[src/rtl/revela_papeis_if.sv]
// Handshake/status bundle between the role-reveal controller and its user.
// The master drives the round controls and the game word; the slave reports progress.
interface revela_papeis_if #(
  parameter int N_JOG = 10
);
  logic             iniciar;
  logic             avancar;
  logic [N_JOG-1:0] jogo;
  logic [3:0]       jogador;
  logic             papel;
  logic             mostra;
  logic             pronto;
  logic [3:0]       num_lobos;
  logic [1:0]       estado;

  modport master (
    output iniciar, avancar, jogo,
    input  jogador, papel, mostra, pronto, num_lobos, estado
  );

  modport slave (
    input  iniciar, avancar, jogo,
    output jogador, papel, mostra, pronto, num_lobos, estado
  );
endinterface

[src/rtl/revela_papeis.sv]
// Role-reveal controller: walks every player through a hidden/revealed cycle,
// showing each one's role from a game word captured at the start of the round.
module revela_papeis #(
  parameter int N_JOG    = 10,
  parameter int T_MOSTRA = 50_000_000
) (
  input  logic           clock,
  input  logic           reset,
  revela_papeis_if.slave bus
);
  localparam int TW = (T_MOSTRA > 1) ? $clog2(T_MOSTRA) : 1;
  localparam logic [TW-1:0] TIMER_LAST = TW'(T_MOSTRA - 1);
  localparam logic [3:0]    IDX_LAST   = 4'(N_JOG - 1);

  typedef enum logic [1:0] {
    OCIOSO = 2'd0,
    ESPERA = 2'd1,
    MOSTRA = 2'd2,
    FIM    = 2'd3
  } estado_t;

  estado_t          state_r;
  logic [N_JOG-1:0] snap_r;
  logic [3:0]       idx_r;
  logic [TW-1:0]    timer_r;
  logic [3:0]       num_lobos_r;
  logic             papel_r;

  logic [N_JOG-1:0] snap_sh_s;
  logic             papel_bit_s;
  logic             fim_mostra_s;

  function automatic logic [3:0] popcount(input logic [N_JOG-1:0] v);
    logic [3:0] c;
    c = 4'd0;
    for (int i = 0; i < N_JOG; i++) begin
      c = c + {3'b000, v[i]};
    end
    return c;
  endfunction

  assign snap_sh_s    = snap_r >> idx_r;
  assign papel_bit_s  = snap_sh_s[0];
  // A press on the timeout cycle merges with the timeout into one end event.
  assign fim_mostra_s = bus.avancar || (timer_r == TIMER_LAST);

  // Round FSM: snapshot capture, per-player reveal timing and index walk.
  always_ff @(posedge clock) begin
    if (reset) begin
      state_r     <= OCIOSO;
      snap_r      <= '0;
      idx_r       <= 4'd0;
      timer_r     <= '0;
      num_lobos_r <= 4'd0;
      papel_r     <= 1'b0;
    end else begin
      case (state_r)
        OCIOSO, FIM: begin
          if (bus.iniciar) begin
            snap_r      <= bus.jogo;
            idx_r       <= 4'd0;
            timer_r     <= '0;
            num_lobos_r <= popcount(bus.jogo);
            papel_r     <= 1'b0;
            state_r     <= ESPERA;
          end
        end
        ESPERA: begin
          if (bus.avancar) begin
            timer_r <= '0;
            papel_r <= papel_bit_s;
            state_r <= MOSTRA;
          end
        end
        MOSTRA: begin
          if (fim_mostra_s) begin
            papel_r <= 1'b0;
            if (idx_r == IDX_LAST) begin
              state_r <= FIM;
            end else begin
              idx_r   <= idx_r + 4'd1;
              state_r <= ESPERA;
            end
          end else begin
            timer_r <= timer_r + TW'(1);
          end
        end
        default: begin
          state_r <= OCIOSO;
          papel_r <= 1'b0;
        end
      endcase
    end
  end

  assign bus.jogador   = idx_r;
  assign bus.papel     = papel_r;
  assign bus.mostra    = (state_r == MOSTRA);
  assign bus.pronto    = (state_r == FIM);
  assign bus.num_lobos = num_lobos_r;
  assign bus.estado    = state_r;
endmodule

[src/flat_wrapper.sv]
// flat-port wrapper written by rule: the top's interface ports become plain ports
module revela_papeis_flat 
#(
  parameter int N_JOG    = 10,
  parameter int T_MOSTRA = 50_000_000
)
  (clock, reset, bus_iniciar, bus_avancar, bus_jogo, bus_jogador, bus_papel, bus_mostra, bus_pronto, bus_num_lobos, bus_estado);
  revela_papeis_if #(.N_JOG(N_JOG)) bus_i ();
  input  logic clock;
  input  logic reset;
  input wire logic [$bits(bus_i.iniciar)-1:0] bus_iniciar;
  input wire logic [$bits(bus_i.avancar)-1:0] bus_avancar;
  input wire logic [$bits(bus_i.jogo)-1:0] bus_jogo;
  output wire logic [$bits(bus_i.jogador)-1:0] bus_jogador;
  output wire logic [$bits(bus_i.papel)-1:0] bus_papel;
  output wire logic [$bits(bus_i.mostra)-1:0] bus_mostra;
  output wire logic [$bits(bus_i.pronto)-1:0] bus_pronto;
  output wire logic [$bits(bus_i.num_lobos)-1:0] bus_num_lobos;
  output wire logic [$bits(bus_i.estado)-1:0] bus_estado;
  assign bus_i.iniciar = bus_iniciar;
  assign bus_i.avancar = bus_avancar;
  assign bus_i.jogo = bus_jogo;
  assign bus_jogador = bus_i.jogador;
  assign bus_papel = bus_i.papel;
  assign bus_mostra = bus_i.mostra;
  assign bus_pronto = bus_i.pronto;
  assign bus_num_lobos = bus_i.num_lobos;
  assign bus_estado = bus_i.estado;
  revela_papeis #(.N_JOG(N_JOG), .T_MOSTRA(T_MOSTRA)) u_core (.clock(clock), .reset(reset), .bus(bus_i));
endmodule
[config.mk]
export PLATFORM = sky130hd
export DESIGN_NAME = revela_papeis_flat
export DESIGN_NICKNAME = d
export VERILOG_FILES = /design/src/rtl/revela_papeis_if.sv /design/src/rtl/revela_papeis.sv /design/src/flat_wrapper.sv
export SDC_FILE = /design/constraint.sdc
export NUM_CORES = 1
export LEC_CHECK = 0
export ABC_AREA = 1
export CAP_MARGIN = 5
export CORE_ASPECT_RATIO = 1.25
export CORE_UTILIZATION = 37
export DETAILED_ROUTE_END_ITERATION = 10
export PLACE_DENSITY_LB_ADDON = 0.2
export SLEW_MARGIN = 20
export SYNTH_ARGS = -nofsm -noshare
export SYNTH_HDL_FRONTEND = slang
export SYNTH_SLANG_ARGS = --single-unit
[constraint.sdc]
create_clock -name clock -period 4.7 [get_ports clock]
set_input_delay 0.705 -clock clock [delete_from_list [all_inputs] [get_ports clock]]
set_output_delay 0.705 -clock clock [all_outputs]
set_load 0.01 [all_outputs]
==> Word-level counts from Yosys, hierarchy flattened <==
Cells that the tools add are included.
W data, S select, Z words.
{ "totals": {"output_inout_bits": 13, "input_bits": 14, "word_cells": 53, "register_bits": 47} }
{ "op_classes": {"n_mux": 17, "n_reduce_logical": 8, "n_shift": 1, "n_eq_ne": 10, "add_sub_neg": 11} }
{ "ops": {"columns": ["operator", "n"], "rows": [
  ["$mux W26", 3],
  ["$pmux W26 S3", 1],
  ["$add A4 B1 Y4", 8],
  ["$add A26 B1 Y26 const B", 1],
  ["$eq A26 B26 Y1 const B", 1],
  ["$mux W4", 3],
  ["$shr A10 B4 Y1", 1],
  ["$mux W2", 4],
  ["$ne A2 B2 Y1 const B", 4],
  ["$pmux W4 S2", 1],
  ["$pmux W2 S3", 1],
  ["$reduce_and A3 Y1", 2],
  ["$add A4 B1 Y4 const B", 1],
  ["$eq A2 B2 Y1 const B", 2],
  ["$eq A4 B4 Y1 const B", 1],
  ["$reduce_and A4 Y1", 1],
  ["$mux W1", 3],
  ["$pmux W1 S3", 1],
  ["$add A1 B1 Y2", 1],
  ["$eq A2 B1 Y1 const B", 1],
  ["$logic_not A2 Y1", 1],
  ["$ne A2 B1 Y1 const B", 1],
  ["$reduce_and A2 Y1", 1],
  ["$reduce_bool A2 Y1", 1],
  ["other kinds (2)", 2]
]} }

==> Logic depth before layout (Yosys ltp) <==
Gate-level depths: netlist of run 1.
{ "logic_depth": {"word_depth": 9, "mapped_depth": 12, "mapped_depth_nobuf": 12} }

==> Least setup slack after synthesis of run 1 <==
No wires, ideal clock.
{ "synth_timing": {"kind": "input to register", "from": "input port bus_jogo[0]", "to": "register u_core.num_lobos_r[1] (netlist: u_core.bus.num_lobos[1])", "path_buffers": 0, "path_slack_ns": 1.265, "stages": 10, "t_required_ns": 4.630, "arrival_ns": 3.366, "setup_ns": 0.070, "cell_sequence": "ha_1 inv_1 fa_1 fa_1 fa_1 inv_1 fa_1 inv_1 fa_1 a21oi_1"} }
{ "synth_via": {"elab_chain_len": 9} }
{ "synth_lines": {"columns": ["element", "line_no", "source"], "rows": [
  ["start: declaration", "flat_wrapper.sv:13", "input wire logic [$bits(bus_i.jogo)-1:0] bus_jogo;"],
  ["$add A1 B1 Y2", "revela_papeis.sv:37", "c = c + {3'b000, v[i]};"],
  ["$add A4 B1 Y4 (8 in a row)", "revela_papeis.sv:37", null],
  ["end signal: assignment", "revela_papeis.sv:63", "num_lobos_r <= popcount(bus.jogo);"],
  ["end: declaration", "revela_papeis.sv:26", "logic [3:0] num_lobos_r;"]
]} }
Every way passes these cells.
A chain may end at the register's enable or synchronous reset.

==> Worst setup path in the final report of run 1 <==
Same ends and word-level chain as after synthesis.

==> impl_metrics.ini, run 1 <==
[clock_network]
clkSinkCount = 47
hold_buffers = 0
numCtsBuffers = 5
clk_latency_ns = 0.31
clkSlewWorstSetupHoldPaths_ns = 0.09
cts_tree = yes
clockBufferDepth = 2
clockRootBuffer = clkbuf_8
htreeDepth = 2
cts_resized = 0
cts_setup_buffers = 0

[sta]
setup_viol = 0
max_freq_mhz = 273
tns_ns = 0
hold_violations = 0
maxSlewViolCount = 0
worst_clock_skew_ns = 0.0102
hold_ws_ns = 0.457
worst_pin_slew_ns = 0.960
min_period_ns = 3.66
rsz0062_at_grt = no
post-route-period-util = 0.780
relSlewSlack = 0.359

[power_and_ir_drop]
p_leak_nw = 1.40
pwr_density_cell_nw_per_um2 = 416
vdd_drop_max_v = 0.000195
total_power_mw = 1.47

[final_layout]
nets = 540
design_area_sq_um = 3540
num_antenna_cells = 0
layout_common_cells = nand2_1 (123), nor2_1 (76), inv_1 (62), dfxtp_1 (47), nand3_1 (44)
drive_above_1_share = 0.0549
synthToLayoutAreaGrowth_pct = 11.6
layout_commonest_cell = nand2_1

[route]
dr_total_vias = 3038
drc_errors = 0
routedWlPerCell_um = 12.3
drtIter0Drc = 117
antenna_left = 0
drt-pass1-iter-count = 4
wirelength_mm = 7.45
via_per_inst = 5.00

[synthesis]
ys_top_cells_by_area = dfxtp_1 (30%), nand2_1 (15%), nor2_1 (9.0%), inv_1 (7.3%), nand3_1 (6.9%)
yosysTopAreaCell = dfxtp_1
syn_inst = 492
ys_seq_area_frac = 0.297
syn_nets = 523
yosysWarnings = 0
yosysUniqueCellTypes = 33
synth_top_area_share = 0.297
synth.ff_latch_count = 47
avgSynthCellArea_sq_um = 6.45
syn_area_sq_um = 3170

[worst_hold_path]
min_path_type = reg -> reg

[critical_path]
start_kind = primary input
critPathTopFamily = adder cells
crit_top_cell = fa_1
cp_num_buf_inv = 4
cp-end-kind = flip-flop
worstPathArrival_ns = 3.90
worstSetupPathType = in -> reg
crit_fanout = 2
slowest_stage = fa_1
cpPeakStageDelay_ns = 0.49
crit_required_ns = 4.94
crit_chain = clkdlybuf4s50_1 -> ha_1 -> inv_1 -> fa_1 -> fa_1 -> fa_1 -> inv_1 -> fa_1 -> inv_1 -> fa_1 -> a21oi_1

[global_route]
antenna_found_initial = 0
track_usage = 0.180
grt_overflow = 0
grt_pass1_wl_mm = 13.0
grt_pass1_vias = 2886
grt_max_degree = 34

[die]
rows = 37
dieHeight_um = 106
start_util = 0.383
die_w_um = 84.8
io_pins = 27
core_area_sq_um = 8290
dieArea_sq_um = 8950

[outcome]
outcome = complete, no violations

[placed_design]
gp_congestion = 0.833
dpl_cell_area_sq_um = 3450
dp_hpwl_mm = 5.40
portBuffers = 26

[job]
maxCapViolCount = 0
-- report_power, final --
group | switching, mW | total [mW] | internal, mW
clock | 0.143 | 0.247 | 0.104
combinational | 0.455 | 0.701 | 0.245
sequential | 0.0533 | 0.524 | 0.471
total | 0.652 | 1.47 | 0.820
-- worst paths after layout --
kind,from,to,slack [ns],cells after the start
worst min register to register,u_core.snap_r[6],u_core.snap_r[6],0.46,2
worst min-delay path,u_core.snap_r[6],u_core.snap_r[6],0.46,2
worst max-delay path,bus_jogo[0],u_core.bus.num_lobos[1],1.04,11
worst max register to register,u_core.bus.estado[0],u_core.timer_r[20],2.16,10
-- layout make-up --
type	count	area [sq um]
Clock inverter	2	12.5
Clock buffer	6	72.6
Multi-Input combinational cell	364	1880
Tap cell	97	121
Fill cell	888	4750
Inverter	64	240
Sequential cell	47	941
Timing Repair Buffer	27	268
-- kinds of logic (layout without fill, tap and decap cells) --
family / after synthesis / after routing / synth area share
buffers and inverters: 81 / 99 / 0.110
AND/OR/NAND/NOR: 278 / 278 / 0.386
XOR/XNOR: 7 / 7 / 0.0193
flip-flops: 47 / 47 / 0.297
AO/OA/AOI/OAI: 62 / 62 / 0.108
adder cells (fa/ha/maj): 17 / 17 / 0.0812
-- Yosys cell counts, drive strengths merged --
master	count
buf	7
o21ai	19
o211ai	4
fa	6
or2	1
xor2	2
o21bai	3
nand4	11
nor2	81
nand3	45
a211oi	1
nor3	7
xnor2	5
clkbuf	10
nand3b	3
inv	64
a21oi	35
dfxtp	47
ha	11
nand2	130
-- sequential cells by signal, indices dropped and copies added, names as in the netlist --
signal,cells
u_core.bus.estado,2
u_core.timer_r,26
u_core.bus.papel,1
u_core.bus.num_lobos,4
u_core.bus.jogador,4
u_core.snap_r,10
-- tightest hold or removal path, cell delays in order, from the launching register on --
cell and delay [ns]:
dfxtp_1 0.32, inv_1 0.05, a21oi_1 0.05
-- metal layers --
layer / part of all wire / wire length (um) / GRT usage / vias up
met1: 0.44 / 3280 / 0.207 / 1383
li1: - / - / - / 1597
met5: 0 / 0 / 0 / -
met3: 0.027 / 199 / 0.0274 / 14
met2: 0.51 / 3790 / 0.332 / 44
met4: 0.024 / 179 / 0.0666 / 0
-- stage by stage --
stage                     cells   util  worst slack, ns
after floorplan             492      -             1.26
after global placement      599  0.417            0.752
after detailed placement    599  0.417            0.704
after CTS                   607  0.427             1.03
after global routing        607  0.427            0.912
final                       607  0.427             1.04
Power figures use the tool's default switching activity.
==> run 2, diff against run 1 <==
Clock period 4.7 ns to 3.6 ns, I/O delays scaled along.
==> run 2 against run 1 <==
Via count rose by 0.66%. Die area is the same. Worst hold slack improved by 0.0013 ns. Routed wire length up 1.4%. Critical path type unchanged.
==> impl_metrics.ini, run 2 (synthesis results as in run 1) <==
[outcome]
outcome = complete, no violations

[final_layout]
design_area_sq_um = 3570
final_core_util = 0.431
num_antenna_cells = 0
layout_common_cells = nand2_1 (123), nor2_1 (76), inv_1 (60), dfxtp_1 (47), nand3_1 (44)
layout_commonest_cell = nand2_1
synthToLayoutAreaGrowth_pct = 12.7
largest_reg_flops = 26
drive_above_1_share = 0.0682
top_register = u_core.timer_r
nets = 544
top_regs = u_core.timer_r: 26 flops, u_core.snap_r: 10 flops

[power_and_ir_drop]
p_int_mw = 1.08
swShare = 0.441
total_power_mw = 1.94
clock_power_share = 0.164
p_comb_frac = 0.484
pwr_density_cell_nw_per_um2 = 543
netSwitchingPower_uw = 857
vdd_drop_max_v = 0.000320
p_seq_frac = 0.352
p_leak_nw = 1.43

[critical_path]
cp-startpoint = bus_jogo[2]
slowest_stage = fa_1
cpPeakStageDelay_ns = 0.53
worstSetupPathType = in -> reg
cp-end-kind = flip-flop
crit_top_cell = fa_1
start_kind = primary input
worstRegToRegCells = 8
r2r_start = u_core.bus.estado[0]
worstPathArrival_ns = 3.64
crit_required_ns = 3.83
crit_fanout = 2
crit_chain = clkdlybuf4s50_1 -> inv_1 -> fa_1 -> fa_1 -> fa_1 -> inv_2 -> fa_2 -> inv_1 -> fa_1 -> a21oi_1

[sta]
setup_viol = 0
maxSlewViolCount = 0
relSlewSlack = 0.494
worst_pin_slew_ns = 0.758
hold_violations = 0
tns_ns = 0
max_freq_mhz = 294
min_period_ns = 3.41
rsz0062_at_grt = no
post-route-period-util = 0.946
worst_clock_skew_ns = 0.00942

[global_route]
track_usage = 0.182
grt_overflow = 0
antenna_found_initial = 0
grt_max_degree = 26
grt_pass1_vias = 2915
grt_pass1_wl_mm = 13.2

[clock_network]
htreeDepth = 2
clkSlewWorstSetupHoldPaths_ns = 0.09
numCtsBuffers = 5
clk_latency_ns = 0.31
clockBufferDepth = 2
hold_buffers = 0
clkSinkCount = 47
clockRootBuffer = clkbuf_8
cts_tree = yes

[route]
antenna_left = 0
top_layer = met4
drc_errors = 0
wl_met2_mm = 3.85
wirelength_mm = 7.55
via_per_inst = 5.01
drt-pass1-iter-count = 4
met3_length_um = 214
routedWlPerCell_um = 12.4
dr_total_vias = 3058
met1Wirelength_mm = 3.35
drtIter0Drc = 119

[die]
die_w_um = 84.8
rows = 37
dieArea_sq_um = 8950
core_area_sq_um = 8290
start_util = 0.383
dieHeight_um = 106
io_pins = 27

[placed_design]
gp_congestion = 0.876
portBuffers = 26
dp_hpwl_mm = 5.53
dpl_cell_area_sq_um = 3480

[worst_hold_path]
min_delay_path_depth = 2
min_path_type = reg -> reg
min_from = u_core.snap_r[8]

[job]
maxCapViolCount = 0
## run 2: timing repair
| action | CTS | global route |
|---|---|---|
| setup endpoints to repair | 0 | 2 |
| gates resized for setup | 0 | 5 |
| buffers inserted | 0 | 1 |
## run 2: layer usage
layer,vias up,track usage
met5,-,0
met3,10,0.0290
met1,1408,0.212
met4,0,0.0581
met2,40,0.335
li1,1600,-
## run 2: final timing paths
path	to	slack, ns
setup / recovery	u_core.bus.num_lobos[1]	0.19
setup reg to reg	u_core.bus.jogador[2]	1.18
hold / removal	u_core.snap_r[8]	0.46
hold reg to reg	u_core.snap_r[8]	0.46
## run 2: worst max-delay path: cells and delay by family
family	cells	cell delay, ns
adder cells (fa/ha/maj)	5	2.30
AO/OA/AOI/OAI	1	0.15
buffers and inverters	4	0.63
## run 2: final cells by class
class / instances / area, sq um
fillers: 896 / 4710
multi-input cells: 364 / 1890
flip-flops and latches: 47 / 941
repair buffers: 31 / 303
inverters: 64 / 240
well taps: 97 / 121
clock buffers: 5 / 68.8
clock inverters: 2 / 13.8
## run 2: power by group through the flow
stage	clock, mW	combinational (mW)	sequential (mW)
after floorplan	0	0.693	0.697
after global placement	0	0.930	0.694
after detailed placement	0	0.935	0.695
after CTS	0.331	0.938	0.684
after global routing	0.356	1.06	0.698
final	0.319	0.940	0.683
## run 2: per-stage QoR
stage	setup slack (ns)	hold WS [ns]	cells
floorplan	0.330	0.424	492
global placement	-0.181	0.444	602
detailed placement	-0.273	0.451	602
CTS	0.0558	0.466	609
global route	0.105	0.479	610
finish	0.194	0.459	610
==> run 3, diff against run 2 <==
Settings changed: CAP_MARGIN 5 to not set, CTS_BUF_LIST set to sky130_fd_sc_hd__clkbuf_8.
==> results of run 3 <==
The final DEF is identical to that of run 2; final timing and power are the same.
==> variant 1: new RTL, config.mk and constraints of run 2 <==
`T_MOSTRA` is set to 50_000_000 in 2 places; all go to 25_000_000.
--- a/src/rtl/revela_papeis.sv
+++ b/src/rtl/revela_papeis.sv
@@ -2,7 +2,7 @@
 // showing each one's role from a game word captured at the start of the round.
 module revela_papeis #(
   parameter int N_JOG    = 10,
-  parameter int T_MOSTRA = 50_000_000
+  parameter int T_MOSTRA = 25_000_000
 ) (
   input  logic           clock,
   input  logic           reset,
--- a/src/flat_wrapper.sv
+++ b/src/flat_wrapper.sv
@@ -2,7 +2,7 @@
 module revela_papeis_flat 
 #(
   parameter int N_JOG    = 10,
-  parameter int T_MOSTRA = 50_000_000
+  parameter int T_MOSTRA = 25_000_000
 )
   (clock, reset, bus_iniciar, bus_avancar, bus_jogo, bus_jogador, bus_papel, bus_mostra, bus_pronto, bus_num_lobos, bus_estado);
   revela_papeis_if #(.N_JOG(N_JOG)) bus_i ();
Function: no difference found for any inputs over 10 cycles, from zero or initial values and one cycle with reset high; that may be too few to reach the edited logic, so the function may still have changed.
==> variant 1 against run 2 <==
  * Non-clock buffer count shrank 3
  * Total power up 15%
  * Wire length up 3.2%
  * Synthesized area down 3.5%
  * First-iteration DRC count shrank 27%
  * Largest power group unchanged
  * Synthesized cell count is 0.61% lower
  * Clock power up 29%
  * Largest cell class unchanged
  * Sequential power is 11% higher
  * Cell area down 2.1%
  * Final cell count shrank 0.82%
  * Via count down 1.1%
  * Sequential share of layout area about the same
  * Sequential cell count shrank 1
  * Worst setup slack better by 0.082 ns
==> variant 1: results (changes against run 2) <==
** Outcome
- Status :: complete, no violations

** Logic synthesis
- XOR/XNOR share of the synthesized area :: 1.14% (-0.79 points)
- The adder-cell share of the synthesized area is 8.42% (+0.30 points).
- The share of the synthesized area in compound gates (AO/OA/AOI/OAI) came to 11.4% (+0.60 points).
- Sequential-to-total area share from yosys stat :: 30.1% (+0.42 points)
- The post-synth net total is 520 (-0.57%).
- Largest cells by area after synthesis :: sky130_fd_sc_hd__dfxtp_1 30%, sky130_fd_sc_hd__nand2_1 15%, sky130_fd_sc_hd__nor2_1 11%, sky130_fd_sc_hd__inv_1 7.5%, sky130_fd_sc_hd__nand3_1 6.7%

** Place
- The post-placement cell area is 0.00338 mm^2 (-2.8%).
- Number of placed cells counting well taps :: 597 (-0.83%)
- The final estimated routing congestion in global placement came to 0.906 (+3.5%).
- Detailed Place HPWL :: 5820 um (+5.4%)

** Worst setup path
- Flop-to-flop setup slack :: 1.31 ns (+0.13 ns)
- Highest cell delay on the worst timing path :: 0.56 ns (+0.03 ns)

** Global routing
- The maximum number of pins on one net before global-route repair is 32 (+23%).
- First-pass GRT wire length :: 13300 um (+0.20%)
- The via count of the first global-routing pass came to 2883 (-1.1%).

** STA
- Worst hold slack :: 0.463 ns (+0.00437 ns)
- The maximum clock skew at final layout came to 0.00808 ns (-0.00134 ns).
- Max-slew headroom :: 38.6% (-11 points)
- Worst-case setup margin in the final layout :: 0.277 ns (+0.0824 ns)

** Detailed routing
- The total routed wirelength came to 7790 um (+3.2%).
- The DRC violation total after the first TritonRoute iteration is 87 (-27%).
- Routed wire length per instance :: 12.9 um (+4.0%)

** Finish
- The layout net count was 540 (-0.74%).
- Registers with the highest flip-flop counts :: u_core.timer_r (25), u_core.snap_r (10)

** Pwr
- Leakage power summed over all cells :: 1.43 nW (-0.10%)
[variant 1: cell count changes in the layout (fill, tap and decap cells not counted), sizes merged, moves of 2 or more]
cell / delta
nand3: -2
nor3b: +2
nand3b: -2
o21bai: +3
nand2: -5
buf: -3
xnor2: -4
inv: +2
o211ai: -2
nor2: +8
nand4: -3
[variant 1: routing by layer]
metal	global-route usage [%]	vias up	share of wire (%)
met5	0	-	0
met4	5.42	0	1.6
met3	2.79	12	3.9
met2	35.2	64	52
met1	21.1	1363	43
li1	-	1586	-
[variant 1: worst paths after layout]
| kind | start | to | cells past startpoint |
|---|---|---|---|
| setup / recovery | bus_jogo[2] | u_core.bus.num_lobos[1]$_SDFFE_PP0P_ | 10 |
| hold / removal | u_core.snap_r[8]$_SDFFE_PP0P_ | u_core.snap_r[8]$_SDFFE_PP0P_ | 2 |
| setup reg to reg | u_core.bus.estado[0]$_SDFFE_PP0P_ | u_core.bus.jogador[2]$_SDFFE_PP0P_ | 8 |
| hold reg to reg | u_core.snap_r[8]$_SDFFE_PP0P_ | u_core.snap_r[8]$_SDFFE_PP0P_ | 2 |
[variant 1: power by group]
group          switching, mW  internal (mW)  total, mW  leakage [nW]
clock network          0.202          0.209      0.411        0.0585
logic                  0.685          0.379       1.06         0.996
registers              0.115          0.646      0.761         0.376
total                   1.00           1.23       2.24          1.43
[variant 1: layout make-up]
cell class	count	area [um^2]	area share [%]
clock inverters	3	43.8	1.25
multi-input cells	363	1820	52.1
well taps	95	119	3.40
flip-flops and latches	46	921	26.3
inverters	65	244	6.97
repair buffers	28	280	8.01
clock buffers	5	68.8	1.97
==> variant 2: new RTL, config.mk and constraints of run 2 <==
Without the edit above. Make the reset (`reset`) asynchronous in one clocked block.
--- a/src/rtl/revela_papeis.sv
+++ b/src/rtl/revela_papeis.sv
@@ -45,7 +45,7 @@
   assign fim_mostra_s = bus.avancar || (timer_r == TIMER_LAST);
 
   // Round FSM: snapshot capture, per-player reveal timing and index walk.
-  always_ff @(posedge clock) begin
+  always_ff @(posedge clock or posedge reset) begin
     if (reset) begin
       state_r     <= OCIOSO;
       snap_r      <= '0;
Check against the original RTL: differs if reset is asserted again (counterexample within 4 cycles, from zero or initial values and one cycle with reset high); with reset held inactive, the same outputs for 10 cycles.
==> variant 2 against run 2 <==
  * Utilization increased by 1.2 points
  * Sequential share of layout area increased by 7.1 points
  * Total power decreased by 12%
  * Largest power group is now sequential cells
  * Sequential cell count unchanged
  * Cell area decreased by 1.7%
  * Sequential power increased by 4.4%
  * Count of clock-buffer cells in the layout increased by 1
  * Worst setup slack got worse by 0.045 ns
  * Register-to-register slack improved by 0.12 ns
  * Synthesized area decreased by 2.9%
  * Wire length decreased by 13%
  * Critical path depth unchanged
==> variant 2: results (changes against run 2) <==
** Logic synthesis
- The post-synthesis async set-or-reset flop share came to 100% (+100 points).
- Largest cells by area after synthesis :: sky130_fd_sc_hd__dfrtp_1 38%, sky130_fd_sc_hd__nand2_1 21%, sky130_fd_sc_hd__inv_1 6.3%, sky130_fd_sc_hd__nor2_1 6.2%, sky130_fd_sc_hd__ha_1 4.5%
- The commonest cells after synthesis are 174 x sky130_fd_sc_hd__nand2_1, 52 x sky130_fd_sc_hd__inv_1, 51 x sky130_fd_sc_hd__nor2_1.

** Finish
- Number of nets in the finished design :: 494 (-9.2%)
- Multi-input logic portion of the cell area :: 47.0% (-5.8 points)
- Compared with the post-synthesis result, the final layout area differs by 14.0%.
- The filler cell count in the final layout was 847 (-5.5%).
- Number of multi-input combinational cells :: 328 (-9.9%)
- Sequential standard cell area :: 0.00118 mm^2 (+25%)
- Relative area of clock buffers and inverters in the final design :: 2.81% (+0.50 points)
- The relative area of non-clock buffer cells in the final design came to 7.40% (-1.1 points).
- Proportion of layout cells with a drive suffix above 1 :: 4.53% (-2.3 points)

** Pwr
- The power dissipated by switching net loads came to 0.675 mW (-21%).
- The clock share of power came to 20.6% (+4.2 points).
- Maximum resistive drop on vdd :: 0.000306 V (-4.4%)
- Leakage power summed over all cells :: 1.76 nW (+23%)

** Global routing
- The via count of the first global-routing pass is 2635 (-9.6%).
- Maximum number of pins on one net before global-route repair :: 48 (+85%)
- The global-route wire length before repair is 12000 um (-9.5%).
- All-layer global routing usage :: 16.7% (-1.5 points)

** Outcome
- Status :: complete, no violations

** Detailed routing
- Number of vias per cell after detailed routing :: 4.74 (-5.4%)

** Min path
- The startpoint identified for the worst hold timing path is u_core.bus.num_lobos[3]$_DFFE_PP0P_.
- Hold Crit Endpoint :: u_core.bus.num_lobos[3]$_DFFE_PP0P_

** Place
- Area after DPL :: 0.00341 mm^2 (-1.9%)
- The worst slack at placement came to -0.270 ns (+0.00312 ns).

** Floorplan
- The die width was 83.6 um (-1.4%).

** Worst setup path
- The data arrival time of the worst path came to 3.63 ns (about the same).
- Highest cell delay on the worst timing path :: 0.51 ns (-0.02 ns)
- The setup slack on the worst flop-to-flop path is 1.30 ns (+0.12 ns).
- Critical Path End :: u_core.bus.num_lobos[2]$_DFFE_PP0P_

** STA
- The minimum period implied by the final worst setup slack came to 3.45 ns (+0.0452 ns).
- The actual slew at the worst max-slew pin was 0.939 ns (+0.181 ns).
- Worst hold slack :: 0.493 ns (+0.0342 ns)
-- variant 2: per-stage QoR --
| stage | power (mW) | instances | setup TNS (ns) |
|---|---|---|---|
| floorplan | 1.18 | 438 | 0 |
| global placement | 1.38 | 551 | -0.482 |
| detailed placement | 1.38 | 551 | -0.481 |
| CTS | 1.74 | 559 | 0 |
| global route | 1.86 | 559 | 0 |
| finish | 1.71 | 559 | 0 |
-- variant 2: metal layers --
| layer | wire length, um | GRT usage, % |
|---|---|---|
| met1 | 2960 | 20.2 |
| met2 | 3370 | 30.4 |
| met3 | 144 | 2.30 |
| met4 | 95 | 4.84 |
| met5 | 0 | 0 |
-- variant 2: cells by family (layout without fill, tap and decap cells) --
group	count (synthesis)	after routing	synth area share [%]
AO/OA/AOI/OAI	24	24	4.06
buffers and inverters	63	89	8.28
XOR/XNOR	18	18	5.12
flip-flops	47	47	38.2
adder cells (fa/ha/maj)	17	17	8.36
AND/OR/NAND/NOR	268	268	35.6
multiplexers	1	1	0.365
